==> config.mk <==
export PLATFORM = sky130hd
export DESIGN_NAME = if_fetch
export DESIGN_NICKNAME = d
export VERILOG_FILES = /design/src/rtl/final_core_pkg.sv /design/src/rtl/add32.sv /design/src/rtl/if_fetch_skid.sv /design/src/rtl/if_fetch.sv
export SDC_FILE = /design/constraint.sdc
export NUM_CORES = 1
export LEC_CHECK = 0
export BUFFER_PORTS_ARGS = -buffer_cell sky130_fd_sc_hd__buf_4
export CORE_AREA = 2 2 104 182
export DETAILED_ROUTE_END_ITERATION = 10
export DIE_AREA = 0 0 106 184
export HOLD_SLACK_MARGIN = 0.05
export PLACE_DENSITY = 0.83
export SLEW_MARGIN = 15
export SYNTH_ARGS = -nofsm -noshare
export SYNTH_HDL_FRONTEND = slang
export SYNTH_SLANG_ARGS = --single-unit
==> constraint.sdc <==
create_clock -name clk -period 3.7 [get_ports clk]
set_input_delay 0.37 -clock clk [delete_from_list [all_inputs] [get_ports clk]]
set_output_delay 0.37 -clock clk [all_outputs]
set_load 0.01 [all_outputs]
==> src/rtl/final_core_pkg.sv <==
// ----------------------------------------------------------------------------
// final_core_pkg
// Shared constants for the final_core pipeline.
//   XLEN             : architectural address/data width (32 only)
//   INSTR_BYTES      : size of one instruction word in bytes (PC increment)
//   RESET_PC_DEFAULT : default first fetch address after reset
//   NOP              : value driven on the instruction bus when nothing is valid
// ----------------------------------------------------------------------------
package final_core_pkg;

   localparam int          XLEN             = 32;
   localparam logic [31:0] INSTR_BYTES      = 32'd4;
   localparam logic [31:0] RESET_PC_DEFAULT = 32'h0000_0000;
   localparam logic [31:0] NOP              = 32'h0000_0000;

endpackage : final_core_pkg

==> src/rtl/add32.sv <==
// ----------------------------------------------------------------------------
// add32
// Plain 32-bit wrapping adder; the carry out is intentionally dropped.
// Ports:
//   a, b : 32-bit operands
//   sum  : (a + b) mod 2^32
// ----------------------------------------------------------------------------
module add32 (
   input  logic [31:0] a,
   input  logic [31:0] b,
   output logic [31:0] sum
);

   assign sum = a + b;

endmodule : add32

==> src/rtl/if_fetch_skid.sv <==
// ----------------------------------------------------------------------------
// fetch_skid
// One-entry skid buffer holding a fetched {pc, instr} pair while decode
// stalls. Flush (redirect) wins over capture, capture wins over drain.
// Ports:
//   clk, rst        : clock, asynchronous active-high reset
//   capture         : load in_pc/in_instr and mark the entry valid
//   drain           : entry consumed by decode, clear valid
//   flush           : discard the entry
//   in_pc, in_instr : pair to capture
//   valid, pc, instr: buffer contents
// ----------------------------------------------------------------------------
module fetch_skid
   import final_core_pkg::*;
(
   input  logic            clk,
   input  logic            rst,
   input  logic            capture,
   input  logic            drain,
   input  logic            flush,
   input  logic [XLEN-1:0] in_pc,
   input  logic [XLEN-1:0] in_instr,
   output logic            valid,
   output logic [XLEN-1:0] pc,
   output logic [XLEN-1:0] instr
);

   always_ff @(posedge clk or posedge rst) begin
      if (rst) begin
         valid <= 1'b0;
         pc    <= '0;
         instr <= NOP;
      end else if (flush) begin
         valid <= 1'b0;
      end else if (capture) begin
         valid <= 1'b1;
         pc    <= in_pc;
         instr <= in_instr;
      end else if (drain) begin
         valid <= 1'b0;
      end
   end

endmodule : fetch_skid

==> src/rtl/if_fetch.sv <==
// ----------------------------------------------------------------------------
// if_fetch
// Instruction-fetch stage: holds the PC, issues word reads to a synchronous
// ROM (data returns the cycle after imem_en), and hands {pc, instr, pc+4} to
// decode over valid/ready. A one-entry skid buffer catches the ROM response
// when decode stalls so no word is dropped or duplicated. Redirects from EX
// take priority, flush the in-flight word and the buffer, and refetch.
//
// Optional feature macro: FETCH_STALL_CNT_EN
//   defined   : stall_cnt counts (wrapping) cycles with if_valid & !if_ready
//   undefined : stall_cnt is constant zero, no counter flops
//
// Parameters:
//   XLEN     : width, 32 only
//   RESET_PC : first fetch address after reset
// Ports:
//   clk, rst          : clock, asynchronous active-high reset
//   imem_en/imem_addr : ROM read strobe and byte address
//   imem_rdata        : ROM data, valid the cycle after imem_en
//   redirect_valid/pc : PC change request from EX
//   if_valid/if_ready : handshake to decode
//   if_pc/if_instr/if_pc_plus4 : delivered instruction and its address
//   stall_cnt         : backpressure cycle counter
// ----------------------------------------------------------------------------
module if_fetch #(
   parameter int              XLEN     = final_core_pkg::XLEN,
   parameter logic [XLEN-1:0] RESET_PC = final_core_pkg::RESET_PC_DEFAULT
) (
   input  logic            clk,
   input  logic            rst,
   output logic            imem_en,
   output logic [XLEN-1:0] imem_addr,
   input  logic [XLEN-1:0] imem_rdata,
   input  logic            redirect_valid,
   input  logic [XLEN-1:0] redirect_pc,
   output logic            if_valid,
   input  logic            if_ready,
   output logic [XLEN-1:0] if_pc,
   output logic [XLEN-1:0] if_instr,
   output logic [XLEN-1:0] if_pc_plus4,
   output logic [XLEN-1:0] stall_cnt
);

   import final_core_pkg::*;

   logic [XLEN-1:0] pc_q;
   logic            infl;
   logic [XLEN-1:0] infl_pc;

   logic            buf_v;
   logic [XLEN-1:0] buf_pc;
   logic [XLEN-1:0] buf_instr;

   logic            present;
   logic            issue;
   logic            capture;
   logic            drain;
   logic [XLEN-1:0] next_pc;
   logic [XLEN-1:0] out_pc_plus4;

   // Something is available for decode: either the buffered word or the
   // ROM response arriving this cycle.
   assign present  = buf_v | infl;
   assign if_valid = present & ~redirect_valid;

   // Redirect always issues. Otherwise issue only when the buffer is empty
   // and the current response (if any) is being consumed this cycle, so the
   // next response always has somewhere to go.
   assign issue     = redirect_valid | (~buf_v & (~infl | if_ready));
   assign imem_addr = redirect_valid ? redirect_pc : pc_q;
   // The state is held in reset anyway; gating here only keeps the strobe
   // low while rst is asserted.
   assign imem_en   = issue & ~rst;

   // The ROM word is only valid in its response cycle, so it must be
   // captured then if decode is not taking it.
   assign capture = infl & ~buf_v & ~if_ready & ~redirect_valid;
   assign drain   = buf_v & if_ready & ~redirect_valid;

   always_comb begin
      if_pc    = '0;
      if_instr = NOP;
      if (buf_v) begin
         if_pc    = buf_pc;
         if_instr = buf_instr;
      end else if (infl) begin
         if_pc    = infl_pc;
         if_instr = imem_rdata;
      end
   end

   add32 u_next_pc_add (
      .a   (imem_addr),
      .b   (INSTR_BYTES),
      .sum (next_pc)
   );

   add32 u_out_pc_add (
      .a   (if_pc),
      .b   (INSTR_BYTES),
      .sum (out_pc_plus4)
   );

   assign if_pc_plus4 = present ? out_pc_plus4 : '0;

   always_ff @(posedge clk or posedge rst) begin
      if (rst) begin
         pc_q    <= RESET_PC;
         infl    <= 1'b0;
         infl_pc <= '0;
      end else if (issue) begin
         pc_q    <= next_pc;
         infl    <= 1'b1;
         infl_pc <= imem_addr;
      end else if (capture) begin
         infl <= 1'b0;
      end else begin
         infl <= infl & ~(if_valid & if_ready);
      end
   end

   fetch_skid u_skid (
      .clk      (clk),
      .rst      (rst),
      .capture  (capture),
      .drain    (drain),
      .flush    (redirect_valid),
      .in_pc    (infl_pc),
      .in_instr (imem_rdata),
      .valid    (buf_v),
      .pc       (buf_pc),
      .instr    (buf_instr)
   );

`ifdef FETCH_STALL_CNT_EN
   logic [XLEN-1:0] stall_cnt_q;

   always_ff @(posedge clk or posedge rst) begin
      if (rst) begin
         stall_cnt_q <= '0;
      end else if (if_valid & ~if_ready) begin
         stall_cnt_q <= stall_cnt_q + 32'd1;
      end
   end

   assign stall_cnt = stall_cnt_q;
`else
   assign stall_cnt = '0;
`endif

endmodule : if_fetch

==> flow_metrics.py <==
metrics = {
    "outcome": {
        "status": "finished clean",
    },
    "worst_setup_path": {
        "timing.rr.start": "infl",
        "crit_required_ns": 3.33,
        "cp-end-kind": "output pin",
        "cp-start-kind": "flip-flop",
        "max_stage_delay_ns": 0.59,
        "slowest_stage": "dfrtp_4",
        "crit_chain": "buf_4 -> nand2_1 -> a222oi_1 -> buf_4 -> nand4_4 -> nor4_1 -> xor2_1 -> buf_4",
        "worst-path-max-fanout": 47,
        "critPathMostFrequentCell": "buf_4",
        "cp.arrival_ns": 3.09,
        "r2r_end": "u_skid.instr[23]",
        "reg2reg_depth": 6,
        "reg2reg_slack_ns": 1.10,
        "criticalPathCategory": "reg -> out",
    },
    "cells_and_area": {
        "final_cell_area_um2": 10070,
        "diodes": 0,
        "layout_commonest_cell": "buf_4",
        "syn_to_final_growth_pct": 28.57,
        "drive_above_1_share_pct": 32.35,
        "final_cell_mix": "buf_4, nand2_1, dfrtp_1, mux2_2, nor2_1",
        "layout.nets": 1111,
    },
    "detailed_routing": {
        "firstDrtPassIters": 7,
        "postRouteWirelength_mm": 22.30,
        "first_iter_violations": 468,
        "drc": 0,
        "drtAntennaViolNets": 0,
        "via_per_inst": 5.457,
        "wl_per_cell_um": 17.31,
        "route.vias.total": 7029,
    },
    "timing": {
        "tightestPinTransition_ns": 1.061,
        "setup_violations": 0,
        "worst_clock_skew_ns": 0.008924,
        "fin_crit_ns": 3.456,
        "drv_slew": 0,
        "fmax_ghz": 0.2894,
        "setup_ws_ns": 0.2441,
        "rsz0062_at_grt": "false",
        "hold_viol_final": 0,
        "slew_headroom_pct": 28.93,
        "tns_ns": 0,
        "post-route-period-util_pct": 93.40,
    },
    "cts": {
        "htree_levels": 4,
        "clkLatencyLatePin_ns": 0.41,
        "clock_sinks": 128,
        "cts_buffer_depth": 2,
        "path_clk_slew_ns": 0.07,
        "cts.root.buffer_cell": "clkbuf_16",
        "cts-buffers-inserted": 17,
        "cts_hold_buf": 0,
        "cts_tree": "built",
    },
    "global_routing": {
        "antenna_found_initial": 0,
        "overflow": 0,
        "grtUsageTotal_pct": 22.56,
        "grt_max_degree": 93,
        "grt_pass1_vias": 6946,
        "grt_pass1_wl_mm": 34.88,
    },
    "die": {
        "core.rowCount": 65,
        "die_x_um": 106,
        "ios": 230,
        "start_util_pct": 43.56,
        "die_h_um": 184,
        "core-area_um2": 17970,
        "die_area_um2": 19500,
    },
    "place": {
        "hpwl_mm": 16.59,
        "gp_congestion": 0.9131,
        "place_ws_ns": 0.2855,
        "dpl_cell_area_um2": 9424,
        "io_buffers": 197,
    },
    "pwr": {
        "ir_drop_v": 0.0002592,
        "p_leak_nw": 4.567,
        "powerDensity_nw_per_um2": 546.7,
        "p_total_mw": 5.504,
    },
    "synthesis": {
        "ys_async_sr_fraction_pct": 100.0,
        "synthTopCellsByArea": "dfrtp_1, mux2_2, nand2_1",
        "yosys.area.top_type": "dfrtp_1",
        "synth_edf_count": 0,
        "synth_top_area_share_pct": 40.91,
        "syn-cell-area_um2": 7830,
        "yosys_most_used_dff": "dfrtp_1",
        "ys_warn_count": 0,
        "synth_area_per_cell_um2": 9.084,
        "syn_inst": 862,
        "yosysSeqAreaShare_pct": 40.91,
        "synth.distinct_cells": 54,
        "ys_ff_latch": 128,
    },
    "run": {
        "max_cap_violations": 0,
    },
    "hold_path": {
        "hp-class": "in -> async",
    },
}
[cell families (layout without fill, tap and decap cells)]
kind of cell	count (synthesis)	in the layout	synth area share (%)
AOI/OAI and AO/OA	155	155	12.50
xor gates and xnor gates	43	43	4.810
adders and majority gates	2	2	0.3195
buffers and inverters	113	274	7.398
DFF	128	128	40.91
muxes	102	102	14.29
other	1	32	0.04789
and+or+nand+nor	318	318	19.73
[metal layers]
layer  track usage [%]  routed length, um  vias up
li1                  -                  -     3334
met1             24.64               8470     3343
met2             40.62              11640      275
met3             3.828               1019       77
met4             13.21               1161        0
met5                 0                  0        -
[registers in the layout (all words and copies together) (netlist names)]
signal,cells
pc_q,32
u_skid.valid,1
u_skid.pc,32
infl_pc,30
infl,1
u_skid.instr,32
[Yosys cell counts, drive strengths merged (2+ instances only)]
| master | count |
|---|---|
| nand2 | 131 |
| dfrtp | 128 |
| mux2 | 78 |
| nor2 | 64 |
| buf | 62 |
| o21ai | 53 |
| nand3 | 42 |
| a21oi | 40 |
| xnor2 | 27 |
| clkbuf | 26 |
| inv | 25 |
| mux2i | 24 |
| a22o | 16 |
| xor2 | 16 |
| nand3b | 15 |
| nand4 | 15 |
| nand4b | 13 |
| nor3 | 11 |
| o21a | 8 |
| a222oi | 7 |
| a22oi | 6 |
| o31ai | 5 |
| a211oi | 4 |
| and3 | 4 |
| nand2b | 4 |
| nor3b | 4 |
| nor4 | 4 |
| a31oi | 3 |
| and2 | 3 |
| a2111oi | 2 |
| a221oi | 2 |
| and4 | 2 |
| ha | 2 |
| nor2b | 2 |
| nor4b | 2 |
| o22ai | 2 |
[how the worst max path moves through the flow]
| stage | endpoint | depth (start not counted) | slack (ns) | from |
|---|---|---|---|---|
| 2_1_floorplan | if_pc_plus4[28] | 12 | 0.21 | infl |
| 3_3_place_gp | if_pc_plus4[28] | 7 | 0.45 | u_skid.valid |
| 3_5_place_dp | if_pc_plus4[27] | 7 | 0.29 | u_skid.valid |
| 4_1_cts | if_pc_plus4[27] | 8 | 0.12 | u_skid.valid |
| 5_1_grt | if_pc_plus4[27] | 8 | 0.005 | u_skid.valid |
| 6_report | if_pc_plus4[27] | 8 | 0.24 | u_skid.valid |
[worst max-delay path: cells and delay by family (launching register included)]
family	cells	cell delay, ns
AOI/OAI and AO/OA	1	0.35
xor gates and xnor gates	1	0.21
and+or+nand+nor	3	0.77
DFF	1	0.59
buffers and inverters	3	0.74
[area by class of cell]
| class | count | area [um2] |
|---|---|---|
| Clock inverter | 14 | 167.7 |
| Tap cell | 234 | 292.8 |
| Inverter | 25 | 97.59 |
| Multi-Input combinational cell | 652 | 4187 |
| Fill cell | 1621 | 7906 |
| Clock buffer | 18 | 439.2 |
| Sequential cell | 128 | 3208 |
| Timing Repair Buffer | 217 | 1675 |
[report_power, final]
part           switching [mW]  internal (mW)
Sequential              0.278           1.75
Combinational           0.921          0.849
Clock                   0.673           1.03
Total                    1.87           3.63
[repair_timing]
action | 4_1_cts | 5_1_grt
endpoints found under the setup margin | 8 | 8
setup buffers | 1 | 1
gates resized for setup | 0 | 1
pin swaps | 1 | 0
[metrics by stage]
step	hold WS [ns]	utilization [%]	cells
CTS	0.1423	55.85	1287
floorplan	0.4408	-	893
global route	0.1528	56.01	1288
detailed placement	0.4795	52.43	1254
global placement	0.4629	52.43	1254
finish	0.1239	56.01	1288
No activity file was read; power rests on OpenSTA's default activity.
